$ cat src/rtl/haz_pkg.sv
// rtl/haz_pkg.sv - shared types and constants for the hazard scoreboard
// Purpose: destination-tag entry type and the register-file select encoding.
// Ports: none (package).
// TAG_AW is the widest register index a tag can hold; REG_AW of the top
// must not exceed it (narrower indices are zero-extended into the tag).
package haz_pkg;

  localparam int TAG_AW = 8;
  localparam int FWD_RF = 0;

  typedef struct packed {
    logic              vld;
    logic [TAG_AW-1:0] rw;
    logic              ld;
  } haz_tag_t;

endpackage

$ cat src/rtl/haz_tag_stage.sv
// rtl/haz_tag_stage.sv - one in-flight destination-tag register
// Purpose: holds the {vld, rw, ld} tag of one pipeline stage past ID.
// Ports:
//   clk    in   clock, rising edge
//   rst_n  in   asynchronous active-low reset, clears the entry
//   d      in   tag from the younger neighbour (or the ID capture)
//   kill   in   load a bubble instead of d (stall/flush gating)
//   q      out  registered tag
module haz_tag_stage
  import haz_pkg::*;
(
  input  logic     clk,
  input  logic     rst_n,
  input  haz_tag_t d,
  input  logic     kill,
  output haz_tag_t q
);

  always_ff @(posedge clk or negedge rst_n) begin
    if (!rst_n) begin
      q <= '0;
    end else begin
      q <= d;
      if (kill) q.vld <= 1'b0;
    end
  end

endmodule

$ cat src/rtl/hazard_scoreboard.sv
// rtl/hazard_scoreboard.sv - forwarding select and load-use interlock unit
// Purpose: tracks destination tags of in-flight instructions and drives the
//   ID operand bypass selects and the load-use stall (zero-cycle latency).
// Optional feature: define HAZ_STATS_EN to add the saturating stall_cycles
//   counter port.
// Ports:
//   clk, rst_n          clock (rising) and asynchronous active-low reset
//   id_valid            ID holds a real instruction
//   id_r1, id_r2        source register indices
//   id_use_r1/_r2       instruction actually reads that source
//   id_rw, id_we        destination register and its write enable
//   id_load             instruction is a load
//   flush               kill the ID instruction
//   stall               hold IF/ID, bubble enters stage 1
//   fwd_sel_r1/_r2      0 = register file, k = bypass from stage k
//   stall_cycles        stall cycle count (HAZ_STATS_EN only)
module hazard_scoreboard
  import haz_pkg::*;
#(
  parameter int REG_AW   = 5,
  parameter int DEPTH    = 2,
  parameter int LOAD_RDY = 2,
  parameter int SEL_W    = $clog2(DEPTH + 1)
) (
  input  logic              clk,
  input  logic              rst_n,
  input  logic              id_valid,
  input  logic [REG_AW-1:0] id_r1,
  input  logic [REG_AW-1:0] id_r2,
  input  logic              id_use_r1,
  input  logic              id_use_r2,
  input  logic [REG_AW-1:0] id_rw,
  input  logic              id_we,
  input  logic              id_load,
  input  logic              flush,
  output logic              stall,
  output logic [SEL_W-1:0]  fwd_sel_r1,
  output logic [SEL_W-1:0]  fwd_sel_r2
`ifdef HAZ_STATS_EN
  ,
  output logic [31:0]       stall_cycles
`endif
);

  haz_tag_t tag_d [1:DEPTH];
  haz_tag_t tag_q [1:DEPTH];
  logic     kill  [1:DEPTH];

  // Stage 1 takes the ID instruction unless it stalls, is flushed or writes r0;
  // older stages shift unconditionally and the oldest simply drops off.
  for (genvar k = 1; k <= DEPTH; k++) begin : g_stage
    if (k == 1) begin : g_head
      assign tag_d[k].vld = id_valid & id_we & (id_rw != '0);
      assign tag_d[k].rw  = TAG_AW'(id_rw);
      assign tag_d[k].ld  = id_load;
      assign kill[k]      = stall | flush;
    end else begin : g_tail
      assign tag_d[k] = tag_q[k-1];
      assign kill[k]  = 1'b0;
    end
    haz_tag_stage u_stage (
      .clk  (clk),
      .rst_n(rst_n),
      .d    (tag_d[k]),
      .kill (kill[k]),
      .q    (tag_q[k])
    );
  end

  logic [SEL_W-1:0] sel_r1, sel_r2;
  logic             ld_r1, ld_r2, lu_r1, lu_r2;

  always_comb begin
    sel_r1 = SEL_W'(FWD_RF);
    sel_r2 = SEL_W'(FWD_RF);
    ld_r1  = 1'b0;
    ld_r2  = 1'b0;
    // Scan oldest to youngest so the youngest matching producer overrides.
    for (int k = DEPTH; k >= 1; k--) begin
      if (id_use_r1 && (id_r1 != '0) && tag_q[k].vld && (tag_q[k].rw == TAG_AW'(id_r1))) begin
        sel_r1 = SEL_W'(k);
        ld_r1  = tag_q[k].ld;
      end
      if (id_use_r2 && (id_r2 != '0) && tag_q[k].vld && (tag_q[k].rw == TAG_AW'(id_r2))) begin
        sel_r2 = SEL_W'(k);
        ld_r2  = tag_q[k].ld;
      end
    end
    // A load is only forwardable once it has reached stage LOAD_RDY.
    lu_r1      = ld_r1 && (int'(sel_r1) < LOAD_RDY);
    lu_r2      = ld_r2 && (int'(sel_r2) < LOAD_RDY);
    stall      = id_valid & ~flush & (lu_r1 | lu_r2);
    fwd_sel_r1 = lu_r1 ? SEL_W'(FWD_RF) : sel_r1;
    fwd_sel_r2 = lu_r2 ? SEL_W'(FWD_RF) : sel_r2;
  end

`ifdef HAZ_STATS_EN
  always_ff @(posedge clk or negedge rst_n) begin
    if (!rst_n) begin
      stall_cycles <= '0;
    end else if (stall && (stall_cycles != 32'hFFFF_FFFF)) begin
      stall_cycles <= stall_cycles + 32'd1;
    end
  end
`endif

endmodule

$ cat config.mk
export PLATFORM = sky130hd
export DESIGN_NAME = hazard_scoreboard
export DESIGN_NICKNAME = d
export VERILOG_FILES = /design/src/rtl/haz_pkg.sv /design/src/rtl/haz_tag_stage.sv /design/src/rtl/hazard_scoreboard.sv
export SDC_FILE = /design/constraint.sdc
export NUM_CORES = 1
export LEC_CHECK = 0
export BUFFER_PORTS_ARGS = -buffer_cell sky130_fd_sc_hd__buf_2
export CAP_MARGIN = 20
export CORE_MARGIN = 4
export CORE_UTILIZATION = 45
export CTS_CLUSTER_SIZE = 12
export DETAILED_ROUTE_END_ITERATION = 10
export GPL_TIMING_DRIVEN = 0
export PLACE_DENSITY = 0.76
export SLEW_MARGIN = 20
export SYNTH_ARGS = -nofsm -noshare
export SYNTH_HDL_FRONTEND = slang
export SYNTH_SLANG_ARGS = --single-unit
$ cat constraint.sdc
create_clock -name clk -period 3.06 [get_ports clk]
set_input_delay 0.153 -clock clk [delete_from_list [all_inputs] [get_ports clk]]
set_output_delay 0.153 -clock clk [all_outputs]
set_load 0.005 [all_outputs]
### Word level (Yosys, flattened, before mapping)

Index checks and enable logic that the tools add are counted.
Widths: inputs -> output; s select.

| word-level totals | value |
|---|---|
| register bits after elaboration | 14 |
| output and inout bits | 5 |

| cells by class | value |
|---|---|
| order comparisons | 2 |
| equality and inequality tests | 4 |
| multiplexer cells | 11 |
| bitwise operators | 7 |
| reduce and logical (&&, ||, !) cells | 15 |

Operator list:

| kind | count |
|---|---|
| $eq 5x5->1 | 4 |
| $reduce_bool 5->1 | 3 |
| $logic_and 1x1->1 | 12 |
| $mux 2 | 6 |
| $mux 1 | 5 |
| $and 1x1->1 | 4 |
| $lt 2x2->1 const B | 2 |
| $or 1x1->1 | 2 |
| $not 1->1 | 1 |

### Longest topological paths before layout

| logic depth | value |
|---|---|
| word-level depth | 12 |
| gate-level depth with buffers | 5 |
| gate-level depth less buffers | 5 |

### Modules after synthesis

A second synthesis with hierarchy kept.

| unflattened totals | value |
|---|---|
| cell total of the unflattened synthesis | 71 |
| area total of the unflattened synthesis | 905.9 µm² |

By module, submodules not included:

| module | times used | cells an instance | area an instance (µm²) |
|---|---|---|---|
| haz_tag_stage | 2 | 11 | 264.0 |
| hazard_scoreboard | 1 | 49 | 377.9 |

### Least setup slack after synthesis

OpenSTA, ideal clock, no wires.

| path | value |
|---|---|
| path kind | register to output |
| start | register g_stage[1].u_stage.q[3] (netlist bit) |
| end | output stall |
| arrival | 1.167 ns |
| required time | 2.907 ns |
| slack | 1.740 ns |
| cell stages (with the launch flop) | 6 |
| path buffers | 0 |
| cell sequence | dfrtp_1 -> xnor2_1 -> nand4_1 -> nor3_2 -> o21ai_2 -> nor3b_1 |

| on the way | value |
|---|---|
| cells in the longest elaborated chain, start to end | 7 |

RTL lines:

| item | line | text |
|---|---|---|
| from (decl) | haz_tag_stage.sv:16 | `output haz_tag_t q` |
| $eq 5x5->1 (on tied branches) | hazard_scoreboard.sv:80, hazard_scoreboard.sv:84 |  |
| $logic_and 1x1->1 (on tied branches) | hazard_scoreboard.sv:80, hazard_scoreboard.sv:84 |  |
| $mux 2 (on tied branches) | hazard_scoreboard.sv:80, hazard_scoreboard.sv:84 |  |
| $lt 2x2->1 (on tied branches) | hazard_scoreboard.sv:90, hazard_scoreboard.sv:91 |  |
| $logic_and 1x1->1 (on tied branches) | hazard_scoreboard.sv:90, hazard_scoreboard.sv:91 |  |
| $or 1x1->1 * | hazard_scoreboard.sv:92 | `stall = id_valid & ~flush & (lu_r1 \| lu_r2);` |
| $and 1x1->1 * | hazard_scoreboard.sv:92 |  |
| to (decl) | hazard_scoreboard.sv:36 | `output logic stall,` |

Mark *: on every way between the ends. The rest lies on a longest branch, timed or not.

### Worst setup path after layout

| path | value |
|---|---|
| start | register g_stage[1].u_stage.q[5] (netlist bit) |
| end | output stall |

The elaborated chain is that of the path after synthesis.

==> results_dict.tcl <==
set metrics [dict create \
    status "complete, no violations" \
    regMostFlops "g_stage.u_stage.q" \
    drt_first_pass_iters 1 \
    crit_chain "xnor2_1 -> nand4_1 -> nor3_2 -> o21ai_2 -> nor3b_1 -> buf_2" \
    syn_avg_cell_area_sq_um 11.98 \
    crit_path_end_kind "output port" \
    num_vias 551 \
    critPathLaunch "g_stage[1].u_stage.q[5]$_DFF_PN0_" \
    clock_skew_ns 0.005357 \
    wire_per_inst_microns 12.61 \
    hpwl_microns 1143 \
    min_period_ns 1.793 \
    worst_pin_slew_ns 0.2995 \
    min_period_over_period_pct 58.59 \
    pre_cts_slack_ns 1.467 \
    pwr_density_cell_nw_per_um2 377.1 \
    synthesis.nets 79 \
    io_buffers 27 \
    ctsLongestPathBuffers 2 \
    multi_input_area_sq_um 345.3 \
    placed_cell_area_sq_um 824.5 \
    cts_setup_buffers 0 \
    dieHeight_microns 46.61 \
    grt_setup_unrepaired "false" \
    synthAdderAreaFrac_pct 0 \
    critPathKind "reg -> out" \
    final_nets 118 \
    dieArea_sq_um 2172 \
    drc_errors 0 \
    finalSetupTns_ns 0 \
    overflow 0 \
    synthTopCellsByArea "dfrtp_1 49%, xnor2_1 16%, xor2_1 10%, nor4_1 3.7%, nor3_2 3.0%" \
    syn2layout_area_growth_pct 37.31 \
    leakagePower_nw 0.3968 \
    max_slew_margin_pct 79.85 \
    yosysWarnings 0 \
    seq_area_sq_um 325.3 \
    grt_pass1_vias 559 \
    synth_top_family_by_area "XOR/XNOR gates" \
    finalMaxSlewViolations 0 \
    cts-htree-levels 1 \
    grt_use_total_pct 16.02 \
    cts_tree "done" \
    startpoint_type "flop" \
    grt_max_degree 14 \
    cts_buffers 3 \
    crit_path_max_fanout 3 \
    cts_sinks 13 \
    critPathTopFamily "simple AND/OR/NAND/NOR gates" \
    final_area_sq_um 920.9 \
    drt-initial-drc-count 0 \
    required_ns 2.91 \
    fmax_mhz 557.7 \
    vdd_drop_max_mv 0.3050 \
    synth-seq-cells 13 \
    setup_viol_count_final 0 \
    diodes 0 \
    synthMuxAreaShare_pct 0 \
    synth_compound_area_share_pct 6.716 \
    rows 13 \
    reg_top3 "g_stage.u_stage.q: 13 flops" \
    setup_ws_ns 1.267 \
    initial_utilization_pct 49.68 \
    synth_top_area_share_pct 48.51 \
    place_congestion 0.7876 \
    clockRootBuffer "clkbuf_4" \
    layout-drive-gt1-share_pct 38.30 \
    clk_latency_ns 0.26 \
    crit_buf_inv 1 \
    cap_viol_max_count 0 \
    synth_xor_area_share_pct 26.12 \
    cts_resized 0 \
    hp-start "id_we" \
    instances_no_fill 109 \
    grt_pass1_wl_microns 2394 \
    drt-vias-per-instance 5.055 \
    dpl.cell_count 98 \
    synth_cells 56 \
    ios 28 \
    yosysSeqAreaShare_pct 48.51 \
    core_sq_um 1350 \
    yosys.area_share.simple_pct 18.66 \
    num-fill-cells 114 \
    largest_register_ffs 13 \
    r2r-start "g_stage[1].u_stage.q[5]$_DFF_PN0_" \
    syn_area_sq_um 670.6 \
    critPathArrivalTime_ns 1.64 \
    ys_types 16 \
    crit_slowest_cell "dfrtp_1" \
    die_x_microns 46.61 \
    finalHoldViolCount 0 \
    min_path_type "in -> reg" \
    yosys.area.top_type "dfrtp_1" \
    drt-total-wl_microns 1375 \
    max_stage_delay_ns 0.42 \
    ant_nets 0 \
    antenna_found_initial 0 \
    clkTransAtPathRegs_ns 0.07 \
]
==> path summary, 6_finish.rpt <==
path	cells after the start	slack [ns]	to
worst min register to register	0	0.43	g_stage[2].u_stage.q[9]$_DFF_PN0_
worst max-delay path	6	1.27	stall
max in group asynchronous	2	2.54	g_stage[2].u_stage.q[3]$_DFF_PN0_
worst max register to register	5	1.76	g_stage[1].u_stage.q[9]$_DFF_PN0_
min in group asynchronous	2	0.30	g_stage[1].u_stage.q[2]$_DFF_PN0_
worst min-delay path	2	0.13	g_stage[1].u_stage.q[9]$_DFF_PN0_
==> repair_timing <==
| item | in CTS | in global routing |
|---|---|---|
| setup endpoints to repair | 0 | 0 |
| endpoints found under the hold margin | 19 | 0 |
| hold buffers | 7 | 0 |
==> cells by family (layout without fill, tap and decap cells) <==
group | after synthesis | after routing
AO/OA/AOI/OAI | 4 | 4
AND/OR/NAND/NOR | 19 | 19
buffers and inverters | 0 | 38
flip-flops | 13 | 13
XOR/XNOR | 20 | 20
==> final cells by class <==
| type | count | share of cell area, % |
|---|---|---|
| repair buffers | 34 | 22.28 |
| multi-input cells | 43 | 37.50 |
| well taps | 15 | 2.038 |
| flip-flops and latches | 13 | 35.33 |
| clock buffers | 4 | 2.853 |
==> metrics by stage <==
| step | hold slack [ns] | power [mW] | utilization (%) |
|---|---|---|---|
| 2_1_floorplan | -0.1426 | 0.2180 | - |
| 3_3_place_gp | 0.04118 | 0.2448 | 61.08 |
| 4_1_cts | 0.1230 | 0.3534 | 68.21 |
| 3_5_place_dp | 0.04333 | 0.2470 | 61.08 |
| 6_report | 0.1304 | 0.3472 | 68.21 |
| 5_1_grt | 0.1301 | 0.3719 | 68.21 |
==> power breakdown <==
| part | switching, mW | internal, mW |
|---|---|---|
| Clock | 0.0470 | 0.0504 |
| Combinational | 0.0266 | 0.0346 |
| Sequential | 0.00850 | 0.180 |
==> Yosys cell counts, drive strengths merged <==
master   n
nand4    2
xnor2   12
or4      3
nand2    2
nor2b    1
dfrtp   13
o2111a   1
o21ai    3
nor3     4
xor2     8
nor4     4
nor3b    1
nand3    2
==> layer usage <==
metal | GRT usage (%) | share of wire (%)
met4 | 6.818 | 0.36
met1 | 18.98 | 38
met2 | 27.75 | 53
met3 | 3.125 | 8.7
met5 | 0 | 0
==> placed cells by master (no fill, tap or decap) <==
cell,n
dlygate4sd3_1,7
nor4_1,4
xor2_1,8
o21ai_4,1
clkbuf_1,1
or4_4,1
nor2b_1,1
dfrtp_1,13
nor3_1,2
buf_2,27
nor3_2,2
nand4_1,2
o21ai_2,2
o2111a_1,1
clkbuf_4,3
xnor2_1,12
nor3b_1,1
nand2_1,2
or4_1,2
nand3_1,2
Power figures use the tool's default switching activity.
